--- src/rtl/ram_arb_pkg.sv ---
// Shared types for the RAM port arbiter: owner state encoding and port selectors.
package ram_arb_pkg;

  typedef enum logic [1:0] {
    OWN_NONE = 2'd0,
    OWN_A    = 2'd1,
    OWN_B    = 2'd2
  } owner_t;

  localparam logic SEL_A = 1'b0;
  localparam logic SEL_B = 1'b1;

endpackage

--- src/rtl/ram_port_arbiter_if.sv ---
// One requester port of the RAM arbiter: request/lock/payload toward the arbiter,
// grant and read-valid back to the requester.
interface ram_port_arbiter_if #(
  parameter int unsigned ADDR_WIDTH = 12,
  parameter int unsigned DATA_WIDTH = 8
) ();

  logic                  req;
  logic                  we;
  logic [ADDR_WIDTH-1:0] addr;
  logic [DATA_WIDTH-1:0] wdata;
  logic                  lock;
  logic                  gnt;
  logic                  rvalid;

  modport master (output req, we, addr, wdata, lock, input gnt, rvalid);
  modport slave  (input req, we, addr, wdata, lock, output gnt, rvalid);

endinterface

--- src/rtl/ram_port_arbiter.sv ---
// Round-robin arbiter sharing one single-port synchronous RAM between ports A and B,
// with a per-port lock for atomic read-modify-write and a registered read-valid strobe.
module ram_port_arbiter
  import ram_arb_pkg::*;
#(
  parameter int unsigned ADDR_WIDTH = 12,
  parameter int unsigned DATA_WIDTH = 8
) (
  input  logic                  clk,
  input  logic                  rst_n,
  ram_port_arbiter_if.slave     port_a,
  ram_port_arbiter_if.slave     port_b,
  output logic [DATA_WIDTH-1:0] rdata,
  output logic                  ram_we,
  output logic [ADDR_WIDTH-1:0] ram_addr,
  output logic [DATA_WIDTH-1:0] ram_din,
  input  logic [DATA_WIDTH-1:0] ram_dout
);

  owner_t                owner_q, owner_d;
  logic                  last_q, last_d;
  logic [ADDR_WIDTH-1:0] hold_addr_q, hold_addr_d;
  logic                  rvalid_a_q, rvalid_a_d;
  logic                  rvalid_b_q, rvalid_b_d;

  logic                  ok_a, ok_b;
  logic                  grant;
  logic                  sel;
  logic                  gnt_a, gnt_b;

  // State register
  always_ff @(posedge clk or negedge rst_n) begin
    if (!rst_n) begin
      owner_q     <= OWN_NONE;
      last_q      <= SEL_B;
      hold_addr_q <= '0;
      rvalid_a_q  <= 1'b0;
      rvalid_b_q  <= 1'b0;
    end else begin
      owner_q     <= owner_d;
      last_q      <= last_d;
      hold_addr_q <= hold_addr_d;
      rvalid_a_q  <= rvalid_a_d;
      rvalid_b_q  <= rvalid_b_d;
    end
  end

  // Arbitration and next-state; grants are suppressed while reset is held
  always_comb begin
    grant       = 1'b0;
    sel         = SEL_A;
    owner_d     = owner_q;
    last_d      = last_q;
    hold_addr_d = hold_addr_q;
    rvalid_a_d  = 1'b0;
    rvalid_b_d  = 1'b0;
    ok_a        = port_a.req && (owner_q != OWN_B);
    ok_b        = port_b.req && (owner_q != OWN_A);

    if (rst_n) begin
      if (ok_a && ok_b) begin
        grant = 1'b1;
        sel   = (last_q == SEL_A) ? SEL_B : SEL_A;
      end else if (ok_a) begin
        grant = 1'b1;
        sel   = SEL_A;
      end else if (ok_b) begin
        grant = 1'b1;
        sel   = SEL_B;
      end
    end

    if (grant) begin
      last_d = sel;
      if (sel == SEL_A) begin
        owner_d     = port_a.lock ? OWN_A : OWN_NONE;
        hold_addr_d = port_a.addr;
        rvalid_a_d  = !port_a.we;
      end else begin
        owner_d     = port_b.lock ? OWN_B : OWN_NONE;
        hold_addr_d = port_b.addr;
        rvalid_b_d  = !port_b.we;
      end
    end
  end

  // Grant strobes and RAM drive; idle cycles park the held address so ram_dout stays stable
  always_comb begin
    gnt_a    = 1'b0;
    gnt_b    = 1'b0;
    ram_we   = 1'b0;
    ram_addr = hold_addr_q;
    ram_din  = '0;
    if (grant) begin
      if (sel == SEL_A) begin
        gnt_a    = 1'b1;
        ram_we   = port_a.we;
        ram_addr = port_a.addr;
        ram_din  = port_a.wdata;
      end else begin
        gnt_b    = 1'b1;
        ram_we   = port_b.we;
        ram_addr = port_b.addr;
        ram_din  = port_b.wdata;
      end
    end
  end

  assign port_a.gnt    = gnt_a;
  assign port_b.gnt    = gnt_b;
  assign port_a.rvalid = rvalid_a_q;
  assign port_b.rvalid = rvalid_b_q;
  assign rdata         = ram_dout;

endmodule

--- src/flat_wrapper.sv ---
// flat-port wrapper written by rule: the top's interface ports become plain ports
module ram_port_arbiter_flat import ram_arb_pkg::*;
#(
  parameter int unsigned ADDR_WIDTH = 12,
  parameter int unsigned DATA_WIDTH = 8
)
  (clk, rst_n, rdata, ram_we, ram_addr, ram_din, ram_dout, port_a_req, port_a_we, port_a_addr, port_a_wdata, port_a_lock, port_a_gnt, port_a_rvalid, port_b_req, port_b_we, port_b_addr, port_b_wdata, port_b_lock, port_b_gnt, port_b_rvalid);
  ram_port_arbiter_if #(.ADDR_WIDTH(ADDR_WIDTH), .DATA_WIDTH(DATA_WIDTH)) port_a_i ();
  ram_port_arbiter_if #(.ADDR_WIDTH(ADDR_WIDTH), .DATA_WIDTH(DATA_WIDTH)) port_b_i ();
  input  logic clk;
  input  logic rst_n;
  output logic [DATA_WIDTH-1:0] rdata;
  output logic ram_we;
  output logic [ADDR_WIDTH-1:0] ram_addr;
  output logic [DATA_WIDTH-1:0] ram_din;
  input  logic [DATA_WIDTH-1:0] ram_dout;
  input wire logic [$bits(port_a_i.req)-1:0] port_a_req;
  input wire logic [$bits(port_a_i.we)-1:0] port_a_we;
  input wire logic [$bits(port_a_i.addr)-1:0] port_a_addr;
  input wire logic [$bits(port_a_i.wdata)-1:0] port_a_wdata;
  input wire logic [$bits(port_a_i.lock)-1:0] port_a_lock;
  output wire logic [$bits(port_a_i.gnt)-1:0] port_a_gnt;
  output wire logic [$bits(port_a_i.rvalid)-1:0] port_a_rvalid;
  input wire logic [$bits(port_b_i.req)-1:0] port_b_req;
  input wire logic [$bits(port_b_i.we)-1:0] port_b_we;
  input wire logic [$bits(port_b_i.addr)-1:0] port_b_addr;
  input wire logic [$bits(port_b_i.wdata)-1:0] port_b_wdata;
  input wire logic [$bits(port_b_i.lock)-1:0] port_b_lock;
  output wire logic [$bits(port_b_i.gnt)-1:0] port_b_gnt;
  output wire logic [$bits(port_b_i.rvalid)-1:0] port_b_rvalid;
  assign port_a_i.req = port_a_req;
  assign port_a_i.we = port_a_we;
  assign port_a_i.addr = port_a_addr;
  assign port_a_i.wdata = port_a_wdata;
  assign port_a_i.lock = port_a_lock;
  assign port_a_gnt = port_a_i.gnt;
  assign port_a_rvalid = port_a_i.rvalid;
  assign port_b_i.req = port_b_req;
  assign port_b_i.we = port_b_we;
  assign port_b_i.addr = port_b_addr;
  assign port_b_i.wdata = port_b_wdata;
  assign port_b_i.lock = port_b_lock;
  assign port_b_gnt = port_b_i.gnt;
  assign port_b_rvalid = port_b_i.rvalid;
  ram_port_arbiter #(.ADDR_WIDTH(ADDR_WIDTH), .DATA_WIDTH(DATA_WIDTH)) u_core (.clk(clk), .rst_n(rst_n), .port_a(port_a_i), .port_b(port_b_i), .rdata(rdata), .ram_we(ram_we), .ram_addr(ram_addr), .ram_din(ram_din), .ram_dout(ram_dout));
endmodule
--- config.mk ---
export PLATFORM = sky130hd
export DESIGN_NAME = ram_port_arbiter_flat
export DESIGN_NICKNAME = d
export VERILOG_FILES = /design/src/rtl/ram_arb_pkg.sv /design/src/rtl/ram_port_arbiter_if.sv /design/src/rtl/ram_port_arbiter.sv /design/src/flat_wrapper.sv
export SDC_FILE = /design/constraint.sdc
export NUM_CORES = 1
export LEC_CHECK = 0
export BUFFER_PORTS_ARGS = -buffer_cell sky130_fd_sc_hd__buf_2
export CAP_MARGIN = 5
export CORE_MARGIN = 2
export CORE_UTILIZATION = 30
export CTS_BUF_LIST = sky130_fd_sc_hd__clkbuf_4
export CTS_CLUSTER_SIZE = 14
export DETAILED_ROUTE_END_ITERATION = 7
export PLACE_DENSITY = 0.77
export RECOVER_POWER = 25
export SYNTH_ARGS = -nofsm -noshare
export SYNTH_HDL_FRONTEND = slang
export SYNTH_SLANG_ARGS = --single-unit
--- constraint.sdc ---
create_clock -name clk -period 4.4 [get_ports clk]
set_input_delay 0.88 -clock clk [delete_from_list [all_inputs] [get_ports clk]]
set_output_delay 0.88 -clock clk [all_outputs]
set_load 0.03 [all_outputs]
After elaboration in Yosys (flattened, before gate mapping)
Index checks and enable logic that the tools add are counted.
Widths: inputs -> output; s select.
{"block": "totals", "ff_bits": 17, "latch_bits": 0, "ramBits": 0, "romBits": 0, "mem_count": 0}
{"block": "classes", "addsub": 0, "n_mul": 0, "n_div": 0, "n_lt_le_gt_ge": 0, "eq_ne": 2, "shifts": 0, "mux": 25, "bitwise_logic": 0, "reduce_logical": 5}
{"operator": "$mux 12", "n": 2}
{"operator": "$mux 1", "n": 19}
{"operator": "$mux 8", "n": 2}
{"operator": "$mux 2", "n": 2}
{"operator": "$logic_and 1x1->1", "n": 3}
{"operator": "$logic_not 1->1", "n": 2}
{"operator": "$ne 2x1->1 const B", "n": 1}
{"operator": "$ne 2x2->1 const B", "n": 1}

Longest topological paths before layout
Gate-level depths: netlist of run 1.
{"block": "depth", "depth_word": 8, "mapped_depth": 5, "depth_no_buf": 4}

Least setup slack after synthesis of run 1
No wires, ideal clock.
{"block": "synth_timing", "path_type": "input to output", "startpoint": "in port_a_req", "endpoint": "out ram_din[0]", "arrival_time_ns": 2.249, "t_required_ns": 3.520, "setup_slack_ns": 1.271, "cell_stages": 5, "path_buffers": 1, "path_cell_list": "nand2_1 > a21oi_1 > nor2_1 > buf_2 > o31ai_1"}
{"block": "synth_via", "elab_chain_cells": 6}
{"element": "start: declaration", "line_no": "flat_wrapper.sv:17", "rtl": "input wire logic [$bits(port_a_i.req)-1:0] port_a_req;"}
{"element": "$logic_and 1x1->1 *", "line_no": "ram_port_arbiter.sv:57", "rtl": "ok_a = port_a.req && (owner_q != OWN_B);"}
{"element": "$mux 1 or $logic_and 1x1->1 (tied branches)", "line_no": "ram_port_arbiter.sv:64, ram_port_arbiter.sv:61"}
{"element": "$mux 1", "line_no": "ram_port_arbiter.sv:61", "rtl": "if (ok_a && ok_b) begin"}
{"element": "$mux 1", "line_no": "ram_port_arbiter.sv:60", "rtl": "if (rst_n) begin"}
{"element": "$mux 8", "line_no": "ram_port_arbiter.sv:95", "rtl": "if (sel == SEL_A) begin"}
{"element": "$mux 8 *", "line_no": "ram_port_arbiter.sv:94", "rtl": "if (grant) begin"}
{"element": "end: declaration", "line_no": "flat_wrapper.sv:15", "rtl": "output logic [DATA_WIDTH-1:0] ram_din;"}
Mark *: on every way between the ends. The rest lies on a longest branch, timed or not.

Worst setup path in the final report of run 1
{"block": "layout_timing", "startpoint": "in rst_n", "endpoint": "out ram_addr[4]"}
{"block": "layout_via", "elab_chain_cells": 3}
{"element": "start: declaration", "line_no": "flat_wrapper.sv:11", "rtl": "input logic rst_n;"}
{"element": "$mux 1", "line_no": "ram_port_arbiter.sv:60"}
{"element": "$mux 12", "line_no": "ram_port_arbiter.sv:95"}
{"element": "$mux 12 *"}
{"element": "end: declaration", "line_no": "flat_wrapper.sv:14", "rtl": "output logic [ADDR_WIDTH-1:0] ram_addr;"}
Marked as above.

==> metrics, run 1 <==
status complete, no violations; Initial Utilization 31.2%; CTS H-tree depth 1; Worst setup SP type input port; final hold viol count 0; Worst R2R Start u_core.owner_q[1]$_DFFE_PN0P_; initial antenna violation count 0; grt total ovfl 0; Slew HR 31.7%; Initial DRC Count 20; Yosys reg bits 17; design area 1380 um^2; Critical path origin rst_n; die height 62.9 um; sequential share of power 34.1%; WP data required 3.52 ns; Total Nets Final 223; worst hold start u_core.hold_addr_q[0]$_DFF_PN0_; crit path DAT 2.51 ns; Sequential cell area 427 um^2; area grow syn2layout 32.2%; Num CTS Buffers 3; final setup fails 0; Cell Rows 21; Yosys cell types 27; vias in the first global route 1034; Sw Ratio 45.9%; Setup Crit Path Kind in -> out; hold buffer count at cts 0; Comb pwr share 53.5%; Vias/cell 4.85; worst slew pin tran 1.02 ns; Pwr per Cell Area 482 nW/um^2; pin count of the biggest net entering global routing 25; clock share of power 12.4%; Area after DPL 1350 um^2; compound-cell area share of the yosys netlist 24.8%; Avg WL per Cell 13.8 um; DRC viols 0; Peak Freq 0.295 GHz; Detailed Route WL 2.92 mm; Syn. warnings 0; Critical Path End Type primary output; setup TNS 0 ns; Post-CTS Setup Repair Bufs 0; CP Max Fanout 21; Cell Int Power 0.000359 W; HP Class reg -> reg; clk sink count 17; DP Wirelength 2.20 mm; Post-Synthesis Cells 106; first-pass GRT wire length 4.86 mm; antenna-violating nets left 0; largest family of logic cells by synthesized area compound AO/OA/AOI/OAI gates; syn_nets 162; P_sw 0.000305 W; Leakage Power 0.779 nW; Synth Area in XOR/XNOR 0%; adder-cell share of the synthesized area 1.08%; die footprint 3960 um^2; # diodes 0; core area 3340 um^2; RSZ-0062 raised after global routing false; Synth Area in Simple Gates 17.8%; VDD IR-drop max 109 uV; Worst Skew 0.00236 ns; share of layout cells above drive strength 1 49.4%; Resized Gates After CTS 0; post-synthesis mux area share 0.960%; overall routing resource usage 15.4%; total number of vias 1028; Synth Cell Area 1040 um^2; multi-input logic area 465 um^2; FILL cells 353; Final Critical Period 3.39 ns; Tcrit/Tclk final 77.0%; I/O pin count 89; fin. max-slew vios 0; Clock Tree Buf Depth 2; GP Congestion 0.746; Clk Latency, worst-skew pair 0.28 ns; CTS tree built; MaxCap Viol Count 0; syn_area_per_cell 9.83 um^2; Clk pin slew, worst setup/hold paths 0.10 ns; CTS root buf clkbuf_4; PortBufs 72; Pre-Repair DR Iteration Count 4; Seq/Total Area, Yosys 40.9%; die extent in x 62.9 um
==> layout by cell type (no fill, tap or decap), drive strengths merged, types with 2 or more instances in the layout <==
cell type,instances
a21o,3
o31ai,8
o21ai,2
nand3,9
inv,10
nand2,3
and3,12
buf,72
clkbuf,3
a21oi,2
dfrtp,16
nor3,2
nor2,2
a221o,12
==> kinds of logic (layout without fill, tap and decap cells) <==
kind of cell,after synthesis,count (layout)
muxes,1,1
AOI/OAI and AO/OA,29,29
DFF,17,17
and+or+nand+nor,32,32
adders and majority gates,1,1
buffers and inverters,26,86
==> final cells by class <==
class | instances | share of cell area [%]
clock buffer | 3 | 1.63
clock inverter | 1 | 0.545
inverter | 10 | 2.72
multi-input combinational | 63 | 33.8
sequential | 17 | 31.0
tap | 46 | 4.18
timing repair buffer | 72 | 26.2
==> cell usage after synthesis, drive strengths merged <==
| cell type | number | area share, % |
|---|---|---|
| o21ai | 2 | 0.96 |
| dfstp | 1 | 2.5 |
| inv | 10 | 3.6 |
| maj3 | 1 | 1.1 |
| nand3 | 9 | 4.3 |
| o311ai | 1 | 2.5 |
| and2b | 1 | 0.72 |
| a21o | 3 | 2.3 |
| a21oi | 2 | 0.96 |
| buf | 14 | 10 |
| clkbuf | 2 | 0.72 |
| nor2 | 2 | 1.4 |
| mux2i | 1 | 0.96 |
| nor2b | 1 | 0.60 |
| nand2b | 1 | 0.84 |
| and2 | 1 | 0.60 |
| a22o | 1 | 0.84 |
| nor3 | 2 | 0.96 |
| dfrtp | 16 | 38 |
| nand2 | 3 | 1.1 |
| a221o | 12 | 12 |
| and3 | 12 | 7.2 |
| o31ai | 8 | 5.8 |
==> worst paths after layout <==
kind / end / slack (ns) / cells past startpoint
worst max-delay path: ram_addr[4] / 1.01 / 5
worst min-delay path: u_core.hold_addr_q[0]$_DFF_PN0_ / 0.51 / 1
worst max register to register: u_core.hold_addr_q[4]$_DFF_PN0_ / 2.60 / 3
worst min register to register: u_core.hold_addr_q[0]$_DFF_PN0_ / 0.51 / 1
max in group asynchronous: u_core.last_q$_DFFE_PN1P_ / 3.53 / 1
min in group asynchronous: u_core.hold_addr_q[11]$_DFF_PN0_ / 0.53 / 1
==> power groups by stage <==
| stage | clock network (W) | registers (W) | logic, W |
|---|---|---|---|
| 6_report | 0.0000825 | 0.000227 | 0.000355 |
| 5_1_grt | 0.0000937 | 0.000232 | 0.000383 |
| 4_1_cts | 0.0000877 | 0.000227 | 0.000358 |
| 3_5_place_dp | 0 | 0.000230 | 0.000356 |
| 3_3_place_gp | 0 | 0.000229 | 0.000352 |
| 2_1_floorplan | 0 | 0.000228 | 0.000280 |
==> registers in the layout (all words and copies together), names as in the netlist <==
signal / cells
u_core.last_q: 1
u_core.port_b.rvalid: 1
u_core.hold_addr_q: 12
u_core.owner_q: 2
u_core.port_a.rvalid: 1
==> routing by layer <==
| metal | track usage, % | wire, um | vias to the layer above |
|---|---|---|---|
| met3 | 2.34 | 253 | 6 |
| met4 | 5.28 | 30 | 0 |
| met5 | 0 | 0 | - |
| met2 | 27.7 | 1480 | 60 |
| li1 | - | - | 504 |
| met1 | 18.5 | 1160 | 458 |
==> per-stage QoR <==
stage          total power [W]  utilization, %  setup slack, ns  std cells  hold slack, ns
3_3_place_gp          0.000582            40.4             1.03        208           0.493
6_report              0.000665            41.3             1.01        212           0.515
4_1_cts               0.000673            41.3            0.994        212           0.519
2_1_floorplan         0.000507               -             1.27        106           0.498
5_1_grt               0.000709            41.3            0.817        212           0.539
3_5_place_dp          0.000586            40.4            0.996        208           0.496
==> critical path, cell delays in order <==
cell and delay [ns]:
buf_2 0.38, and2_1 0.65, and3_1 0.25, a221o_1 0.14
buf_2 0.21
Power figures use the tool's default switching activity.
==> run 2: changes to the inputs <==
--- a/config.mk
+++ b/config.mk
@@ -12,7 +12,7 @@
 export CTS_BUF_LIST = sky130_fd_sc_hd__clkbuf_4
 export CTS_CLUSTER_SIZE = 14
 export DETAILED_ROUTE_END_ITERATION = 7
-export PLACE_DENSITY = 0.77
+export PLACE_DENSITY = 0.79
 export RECOVER_POWER = 25
 export SYNTH_ARGS = -nofsm -noshare
 export SYNTH_HDL_FRONTEND = slang
==> constraint.sdc (replaced) <==
create_clock -name clk -period 3.1 [get_ports clk]
set_input_delay 0.62 -clock clk [delete_from_list [all_inputs] [get_ports clk]]
set_output_delay 0.62 -clock clk [all_outputs]
set_load 0.03 [all_outputs]
==> metrics, run 2 (synthesized netlist as in run 1, its figures left out) <==
MaxCap Viol Count 0 (unchanged); final hold viol count 0 (unchanged); Peak Freq 0.354 GHz; Detailed Route WL 2.93 mm (+0.27%); worst slew pin tran 1.04 ns (+0.0197 ns); commonest non-fill, non-tap cell in the layout buf_2; Area after DPL 1370 um^2 (+1.7%); share of layout cells above drive strength 1 49.1% (-0.29 points); pre-CTS WS 0.339 ns (-0.657 ns); Avg WL per Cell 13.6 um (-1.1%); FILL cells 342 (-3.1%); Worst Skew 0.00974 ns (+0.00737 ns); Resized Gates After CTS 0 (unchanged); Critical Path End Type primary output; overall routing resource usage 15.9% (+0.50 points); biggest regs u_core.hold_addr_q: 12 flops, u_core.owner_q: 2 flops; hold slack 0.160 ns (-0.355 ns); Setup Crit Path Kind reg -> out; vias in the first global route 1083 (+4.7%); initial antenna violation count 0 (unchanged); most frequent cells in the layout buf_2, dfrtp_1, and3_1, a221o_1, inv_1; status complete, no violations; GP Congestion 0.738 (-1.1%); Vias/cell 5.00 (+3.0%); hold buffer count at cts 0 (unchanged); Cell Rows 21 (unchanged); CTS root buf clkbuf_4; total number of vias 1074 (+4.5%); Initial DRC Count 72 (+260%); largest register by flop count u_core.hold_addr_q; PortBufs 72 (unchanged); Clk pin slew, worst setup/hold paths 0.11 ns (about the same); DRC viols 0 (unchanged); fin. max-slew vios 0 (unchanged); CP Max Fanout 24 (+14%); die footprint 3960 um^2 (unchanged); Leakage Power 0.792 nW (+1.6%); final setup fails 0 (unchanged); Post-CTS Setup Repair Bufs 0 (unchanged); clk sink count 17 (unchanged); WP data required 2.48 ns (-1.04 ns); crit path DAT 2.21 ns (-0.30 ns); Slew HR 30.4% (-1.3 points); total chip power 0.000950 W (+43%); Clk Latency, worst-skew pair 0.29 ns (about the same); VDD IR-drop max 148 uV (+36%); Pwr per Cell Area 682 nW/um^2 (+41%); Total Nets Final 226 (+1.3%); design area 1390 um^2 (+1.1%); I/O pin count 89 (unchanged); DP Wirelength 2.20 mm (about the same); Final Critical Period 2.83 ns; antenna-violating nets left 0 (unchanged); core area 3340 um^2 (unchanged); Pre-Repair DR Iteration Count 4 (unchanged); Num CTS Buffers 3 (unchanged); Tcrit/Tclk final 91.1%; Largest register FFs 12 (unchanged); CTS H-tree depth 1 (unchanged); area grow syn2layout 33.6%; pin count of the biggest net entering global routing 25 (unchanged); Worst setup SP type flop; Clock Tree Buf Depth 2 (unchanged); setup TNS 0 ns (unchanged); die extent in x 62.9 um (unchanged); CTS tree built; die height 62.9 um (unchanged); RSZ-0062 raised after global routing false; Initial Utilization 31.2% (unchanged); HP Class in -> async; worst setup margin 0.275 ns (-0.736 ns); # diodes 0 (unchanged); first-pass GRT wire length 5.11 mm (+5.1%); grt total ovfl 0 (unchanged)
run 2: power breakdown:
part | total (W) | internal [W] | switching (W) | leakage (nW)
Combinational | 0.000506 | 0.000172 | 0.000334 | 0.563
Sequential | 0.000325 | 0.000292 | 0.0000332 | 0.211
Clock | 0.000119 | 0.0000479 | 0.0000709 | 0.0177
Total | 0.000950 | 0.000512 | 0.000438 | 0.792
run 2: critical path, stage by stage, from the launching register on:
cell,delay [ns]
dfrtp_1,0.44
inv_1,0.09
o311ai_4,0.85
a221o_1,0.32
buf_2,0.21
run 2: cell type report:
type / count / area (um^2) / share of cell area [%]
multi-input cells: 63 / 465 / 33.4
clock buffers: 3 / 22.5 / 1.62
well taps: 46 / 57.6 / 4.13
repair buffers: 75 / 378 / 27.1
inverters: 10 / 37.5 / 2.70
clock inverters: 1 / 5.00 / 0.359
flip-flops and latches: 17 / 427 / 30.6
run 2: worst paths after layout:
path	start	endpoint	slack (ns)	depth (start not counted)
min reg2reg	u_core.hold_addr_q[1]$_DFF_PN0_	u_core.hold_addr_q[1]$_DFF_PN0_	0.52	1
min in group clk	port_b_we	u_core.port_b.rvalid$_DFF_PN0_	0.49	2
max	u_core.owner_q[1]$_DFFE_PN0P_	ram_addr[9]	0.27	4
max reg2reg	u_core.owner_q[1]$_DFFE_PN0P_	u_core.hold_addr_q[9]$_DFF_PN0_	1.32	3
min	rst_n	u_core.port_b.rvalid$_DFF_PN0_	0.16	1
max in group asynchronous	rst_n	u_core.hold_addr_q[3]$_DFF_PN0_	1.88	2
run 2: stage by stage:
step / cells / utilization [%]
floorplan: 106 / -
global placement: 211 / 41.1
detailed placement: 211 / 41.1
CTS: 215 / 41.9
global route: 215 / 41.7
finish: 215 / 41.7
run 2: metal layers:
| metal | track usage, % | up-vias | routed length [um] |
|---|---|---|---|
| li1 | - | 513 | - |
| met1 | 18.2 | 487 | 1160 |
| met2 | 28.1 | 64 | 1440 |
| met3 | 3.24 | 10 | 287 |
| met4 | 7.50 | 0 | 36 |
| met5 | 0 | - | 0 |
==> run 3: changes to the inputs <==
--- a/config.mk
+++ b/config.mk
@@ -12,7 +12,7 @@
 export CTS_BUF_LIST = sky130_fd_sc_hd__clkbuf_4
 export CTS_CLUSTER_SIZE = 14
 export DETAILED_ROUTE_END_ITERATION = 7
-export PLACE_DENSITY = 0.79
+export PLACE_DENSITY = 0.64
 export RECOVER_POWER = 25
 export SYNTH_ARGS = -nofsm -noshare
 export SYNTH_HDL_FRONTEND = slang
==> metrics, run 3 (synthesized netlist as in run 1, its figures left out) <==
status complete, no violations; die footprint 3960 um^2 (unchanged); biggest regs u_core.hold_addr_q: 12 flops, u_core.owner_q: 2 flops; setup TNS 0 ns (unchanged); Num CTS Buffers 3 (unchanged); Setup Crit Path Kind in -> out; total chip power 0.000956 W (+0.62%); core area 3340 um^2 (unchanged); crit path DAT 2.10 ns (-0.11 ns); initial antenna violation count 0 (unchanged); GP Congestion 0.681 (-7.7%); flop-to-flop setup slack 1.36 ns (+0.04 ns); Leakage Power 0.801 nW (+1.1%); area grow syn2layout 35.1%; MaxCap Viol Count 0 (unchanged); DRC viols 0 (unchanged); RSZ-0062 raised after global routing false; clk sink count 17 (unchanged); Initial Utilization 31.2% (unchanged); Avg WL per Cell 13.3 um (-2.7%); CP Max Fanout 12 (-50%); Clk pin slew, worst setup/hold paths 0.11 ns (about the same); design area 1410 um^2 (+1.1%); Final Non-Filler Cells 217 (+0.93%); worst slew pin tran 0.721 ns (-0.321 ns); CTS H-tree depth 1 (unchanged); final hold viol count 0 (unchanged); HP Class in -> async; first-pass GRT wire length 4.83 mm (-5.4%); Worst Skew 0.0112 ns (+0.00143 ns); Peak Freq 0.368 GHz (+3.9%); Cell Rows 21 (unchanged); pin count of the biggest net entering global routing 22 (-12%); I/O pin count 89 (unchanged); Clk Latency, worst-skew pair 0.29 ns (about the same); share of layout cells above drive strength 1 49.7% (+0.60 points); vias in the first global route 1059 (-2.2%); Worst setup SP type input port; hold buffer count at cts 0 (unchanged); Detailed Route WL 2.88 mm (-1.8%); Tcrit/Tclk final 87.7% (-3.4 points); Total Nets Final 228 (+0.88%); Pre-Repair DR Iteration Count 4 (unchanged); overall routing resource usage 15.2% (-0.68 points); WP data required 2.48 ns (about the same); Vias/cell 4.94 (-1.0%); PortBufs 72 (unchanged); VDD IR-drop max 248 uV (+68%); Final Critical Period 2.72 ns (-0.106 ns); antenna-violating nets left 0 (unchanged); Initial DRC Count 52 (-28%); grt total ovfl 0 (unchanged); Critical Path End Type primary output; die extent in x 62.9 um (unchanged); commonest non-fill, non-tap cell in the layout buf_2; fin. max-slew vios 0 (unchanged); Area after DPL 1390 um^2 (+1.1%); Post-CTS Setup Repair Bufs 0 (unchanged); # diodes 0 (unchanged); CTS tree built; total number of vias 1073 (-0.093%); final setup fails 0 (unchanged); placed cell count 213 (+0.95%); DP Wirelength 2.25 mm (+2.5%); Resized Gates After CTS 0 (unchanged); CTS root buf clkbuf_4; most frequent cells in the layout buf_2, dfrtp_1, and3_1, a221o_1, inv_1; die height 62.9 um (unchanged); Pwr per Cell Area 679 nW/um^2 (-0.45%); largest register by flop count u_core.hold_addr_q; Largest register FFs 12 (unchanged); Clock Tree Buf Depth 2 (unchanged); Slew HR 51.9% (+22 points)
## run 3: metal layers
metal	wire (um)	vias up	track usage [%]
met4	31	0	5.83
met3	282	8	3.96
met1	1290	485	18.3
met2	1270	66	25.8
li1	-	514	-
met5	0	-	0
## run 3: path summary, 6_finish.rpt
check,from,cells past startpoint,to
worst max-delay path,rst_n,6,ram_addr[4]
worst min-delay path,rst_n,1,u_core.owner_q[0]$_DFFE_PN0P_
worst max register to register,u_core.owner_q[1]$_DFFE_PN0P_,4,u_core.hold_addr_q[3]$_DFF_PN0_
worst min register to register,u_core.hold_addr_q[9]$_DFF_PN0_,1,u_core.hold_addr_q[9]$_DFF_PN0_
max in group asynchronous,rst_n,2,u_core.hold_addr_q[4]$_DFF_PN0_
min in group clk,port_b_we,2,u_core.port_b.rvalid$_DFF_PN0_
## run 3: per-stage QoR
step / hold slack, ns / utilization (%) / setup slack (ns)
2_1_floorplan: 0.324 / - / 0.491
3_5_place_dp: 0.480 / 41.5 / 0.479
4_1_cts: 0.146 / 42.3 / 0.353
5_1_grt: 0.236 / 42.2 / 0.175
3_3_place_gp: 0.473 / 41.5 / 0.550
6_report: 0.235 / 42.2 / 0.381
## run 3: layout make-up
cell class,instances,area [um^2]
fill,363,1930
multi-input combinational,63,465
inverter,10,37.5
clock inverter,1,5.00
timing repair buffer,77,393
tap,46,57.6
clock buffer,3,22.5
sequential,17,427
## run 3: report_power, final
| part | total, W | internal [W] | switching [W] |
|---|---|---|---|
| clock network | 0.000122 | 0.0000479 | 0.0000743 |
| registers | 0.000321 | 0.000292 | 0.0000289 |
| logic | 0.000513 | 0.000177 | 0.000336 |
| total | 0.000956 | 0.000517 | 0.000440 |
## run 3: worst max-delay path, cell delays in order
cell and delay (ns):
clkbuf_1 0.36, and2_1 0.37, buf_4 0.24, and3_1 0.17, a221o_1 0.13, buf_2 0.20
